## config.mk

```make
export PLATFORM = sky130hd
export DESIGN_NAME = weighted_bitsum_pipe
export DESIGN_NICKNAME = d
export VERILOG_FILES = /design/src/rtl/weighted_bitsum_pipe.sv
export SDC_FILE = /design/constraint.sdc
export NUM_CORES = 1
export LEC_CHECK = 0
export ABC_AREA = 1
export BUFFER_PORTS_ARGS = -buffer_cell sky130_fd_sc_hd__buf_2
export CAP_MARGIN = 40
export CELL_PAD_IN_SITES_DETAIL_PLACEMENT = 0
export CELL_PAD_IN_SITES_GLOBAL_PLACEMENT = 2
export CORE_MARGIN = 3
export CORE_UTILIZATION = 40
export DETAILED_ROUTE_END_ITERATION = 10
export PLACE_DENSITY = 0.78
export SLEW_MARGIN = 30
export SYNTH_ARGS = -nofsm -noshare
export SYNTH_HDL_FRONTEND = slang
export SYNTH_SLANG_ARGS = --single-unit
```

## constraint.sdc

```tcl
create_clock -name clk -period 4.1 [get_ports clk]
set_clock_uncertainty 0.05 [all_clocks]
set_input_delay 0.615 -clock clk [delete_from_list [all_inputs] [get_ports clk]]
set_output_delay 0.615 -clock clk [all_outputs]
set_load 0.03 [all_outputs]
```

## src/rtl/weighted_bitsum_pipe.sv

```systemverilog
// weighted_bitsum_pipe: pipelined weighted popcount of a mask word with threshold compare
module weighted_bitsum_pipe #(
   parameter int N = 9,
   parameter int WW = 4,
   parameter int SW = $clog2(N*(2**WW-1)+1),
   parameter int L = 1+$clog2(N),
   localparam int AW = N > 1 ? $clog2(N) : 1
) (
   input  logic          clk,
   input  logic          rst_n,
   input  logic          in_valid,
   output logic          in_ready,
   input  logic [N-1:0]  in_bits,
   input  logic [SW-1:0] in_thr,
   output logic          out_valid,
   input  logic          out_ready,
   output logic [SW-1:0] out_sum,
   output logic          out_ge,
   input  logic          w_we,
   input  logic [AW-1:0] w_addr,
   input  logic [WW-1:0] w_data
);
   localparam int D = L - 1;
   logic          adv;
   logic [D:0]    vld;
   logic [SW-1:0] thr [D+1];
   logic [WW-1:0] w [N];
   assign adv = !vld[D] || out_ready;
   assign in_ready = adv;
   assign out_valid = vld[D];
   // valid bits shift on every advance; thresholds follow only real words so idle stages hold.
   // Thresholds reset to all-ones so out_ge reads 0 until the first result arrives.
   always_ff @(posedge clk or negedge rst_n) begin
      if (!rst_n) begin
         vld <= '0;
         for (int i = 0; i <= D; i++) thr[i] <= '1;
      end else if (adv) begin
         vld[0] <= in_valid;
         if (in_valid) thr[0] <= in_thr;
         for (int i = 1; i <= D; i++) begin
            vld[i] <= vld[i-1];
            if (vld[i-1]) thr[i] <= thr[i-1];
         end
      end
   end
   // weight register file; out-of-range addresses are dropped, writes ignore stalls
   always_ff @(posedge clk or negedge rst_n) begin
      if (!rst_n) begin
         for (int i = 0; i < N; i++) w[i] <= WW'(1);
      end else if (w_we && 32'(w_addr) < N) begin
         w[w_addr] <= w_data;
      end
   end
   for (genvar k = 0; k <= D; k++) begin : g_lvl
      localparam int C = (N + (1 << k) - 1) >> k;
      logic [SW-1:0] v [C];
      if (k == 0) begin : g_in
         // stage 0: select each bit's weight, zero-extended to the sum width
         always_ff @(posedge clk or negedge rst_n) begin
            if (!rst_n) v <= '{default: '0};
            else if (adv && in_valid)
               for (int i = 0; i < N; i++) v[i] <= in_bits[i] ? SW'(w[i]) : '0;
         end
      end else begin : g_add
         localparam int P = (N + (1 << (k - 1)) - 1) >> (k - 1);
         logic [SW-1:0] nx [C];
         for (genvar j = 0; j < C; j++) begin : g_e
            if (2*j+1 < P) begin : g_p
               assign nx[j] = g_lvl[k-1].v[2*j] + g_lvl[k-1].v[2*j+1];
            end else begin : g_o
               assign nx[j] = g_lvl[k-1].v[2*j];
            end
         end
         // adder level: registers pairwise sums of the previous level when a word moves in
         always_ff @(posedge clk or negedge rst_n) begin
            if (!rst_n) v <= '{default: '0};
            else if (adv && vld[k-1]) v <= nx;
         end
      end
   end
   assign out_sum = g_lvl[D].v[0];
   assign out_ge = out_sum >= thr[D];
endmodule

```

==> results.toml <==
[run_status]
run_status = "complete, no violations"

[clock_network]
clk_pin_slew_ns = 0.07
post_cts_buffers = 0
htreeDepth = 4
cts_buffer_depth = 2
tritoncts = "yes"
cts_resized = 0
cts_inserted_buffers = 17
cts_sinks = 176
root_buffer = "clkbuf_16"
worstSkewPairLatency_ns = 0.42

[layout]
drive_gt1_share_pct = 15.3
stdcell_count = 1215
antennaDiodeCount = 0
finish.utilization_pct = 46.8
design_area_mm2 = 0.00924
synthToLayoutAreaGrowth_pct = 13.7
fillers = 1914
fin_nets = 1019

[sta]
setup_violations = 0
period_minus_slack_ns = 2.51
period_share_pct = 61.3
slew_headroom_pct = 54.2
worstMarginPinSlew_ns = 0.687
clock.fmax_mhz = 398
hold_viol = 0
grt_setup_unrepaired = "false"
slew_viol_final = 0
fin_setup_tns_ns = 0

[routing]
drt_pass1_iterations = 4
post_drt_wl_per_cell_um = 13.7
viasPerCell = 4.78
postRouteAntennaNets = 0
remaining_drc_errors = 0
drt-total-wl_mm = 16.6
vias = 5804
drt_iter0_drc = 234

[critical_path]
cp-startpoint = "thr[7]"
reg2regPathDepth = 7
critPathCapture = "out_ge"
worstSetupPathType = "reg2out"
startpoint_type = "flop"
r2r-start = "vld[4]"
cp.required_ns = 3.43
arrival_ns = 1.85
crit_fanout = 2
r2r_setup_slack_ns = 2.15
r2r_end = "g_lvl[0].v[10]"
crit_path_end_kind = "output pin"

[global_route]
grt_max_degree = 92
first_global_vias = 5763
grt_overflow = 0
track_usage_pct = 16.2
antenna_found_initial = 0
grt_pass1_wl_mm = 28.9

[pwr]
cellPowerDensity_mw_per_mm2 = 665
p_leak_nw = 4.62
vdd_drop_max_v = 0.000334
total_power_mw = 6.14

[yosys]
ys_seq_area_share_pct = 55.0
syn_inst = 895
ys_types = 28
ys_warn_count = 0
async_reset_ff_share_pct = 100
synth_edf_count = 0
syn-cell-area_mm2 = 0.00812
postSynthRegisterBits = 176
synth_ff_type = "dfrtp_1"
avgSynthCellArea_um2 = 9.07
mappedNetlistNets = 977

[placement]
placed_cells = 1180
gp_congestion = 0.794
hpwl_mm = 12.0
io_buffers = 40
place_area_mm2 = 0.00859

[die]
rows = 51
core_area_mm2 = 0.0197
die_y_um = 148
dieArea_mm2 = 0.0220
die_w_um = 148
initial_utilization_pct = 41.2
io_pins = 41

[min_path]
hold_class = "in2reg"

[job]
max_cap_violations = 0
-- cell usage after synthesis, types with 7 or more instances --
master	count	area (µm²)
inv_1	67	251
fa_1	8	160
ha_1	44	551
o21ai_0	102	510
nand2_1	316	1190
dfrtp_1	127	3180
nand3_1	63	315
or2_2	8	50.1
dfstp_2	49	1290
buf_2	17	85.1
nor2_1	30	113
a21oi_1	20	100
a31oi_1	7	43.8
-- layout by cell type (no fill, tap or decap), types with 2 or more instances in the layout --
master     count
dfrtp_1      127
xnor2_1        4
nand3b_1       4
nand2_1      316
fa_1           8
buf_6          2
a31oi_1        7
nand3_1       63
xor2_1         4
buf_4          3
clkbuf_16     20
dfstp_2       49
nand4_1        4
inv_2          2
or2_2          8
clkinv_4       2
nor2_2         2
nor2_4         4
inv_6          5
ha_1          44
buf_2         39
inv_1         67
nor2_1        30
a21oi_1       20
o21ai_1        2
o21ai_0      102
-- power by group --
group,internal (mW),switching [mW]
sequential,2.39,0.317
combinational,0.668,1.16
clock,0.918,0.695
-- metrics by stage --
step,hold WS (ns),worst slack [ns]
after global routing,0.329,1.46
after floorplan,0.269,2.04
after detailed placement,0.403,1.81
final,0.345,1.59
after CTS,0.251,1.55
after global placement,0.401,1.86
-- layout make-up --
cell class                      count  area [µm²]  share of cell area [%]
Timing Repair Buffer               48         313                    3.39
Inverter                           69         259                    2.80
Tap cell                          265         332                    3.59
Multi-Input combinational cell    625        3270                    35.4
Clock buffer                       22         518                    5.61
Clock inverter                     10        83.8                   0.908
Sequential cell                   176        4470                    48.3
-- state kept, by name, indices dropped and copies added, names as in the netlist --
register	flops
out_sum	8
g_lvl.v	87
thr	40
vld	5
w	36
-- what timing repair did --
| item | in CTS | in global routing |
|---|---|---|
| endpoints found under the hold margin | 0 | 19 |
| endpoints found under the setup margin | 0 | 0 |
| hold buffers | 0 | 1 |
-- cell families after synthesis --
kind of cell / after synthesis / share of synthesized area (%)
buffers and inverters: 94 / 4.79
AND/OR/NAND/NOR: 433 / 22.2
adder cells (fa/ha/maj): 52 / 8.75
flip-flops: 176 / 55.0
XOR/XNOR: 8 / 0.863
AO/OA/AOI/OAI: 132 / 8.41
-- metal layers --
metal / vias up / share of wire (%) / global-route usage, %
met5: - / 0 / 0
met4: 0 / 1.6 / 4.80
met3: 16 / 3.2 / 3.20
met2: 88 / 47 / 26.9
met1: 2717 / 48 / 21.8
li1: 2983 / - / -
-- worst min path at each step --
stage | startpoint | slack [ns] | end | cells past startpoint
after detailed placement | thr[35] | 0.40 | thr[35] | 2
after global placement | thr[23] | 0.40 | thr[23] | 2
after CTS | rst_n | 0.25 | g_lvl[2].v[2] | 1
after global routing | in_thr[5] | 0.33 | thr[37] | 3
final | in_thr[2] | 0.34 | thr[34] | 3
after floorplan | rst_n | 0.27 | g_lvl[0].v[0] | 0
-- critical path, stage by stage, from the launching register on --
cell	delay [ns]
dfstp_2	0.51
inv_1	0.04
ha_1	0.29
nand2_1	0.07
nor2_1	0.14
nand4_1	0.09
nand4_1	0.09
buf_2	0.19
No activity file was read; power rests on OpenSTA's default activity.
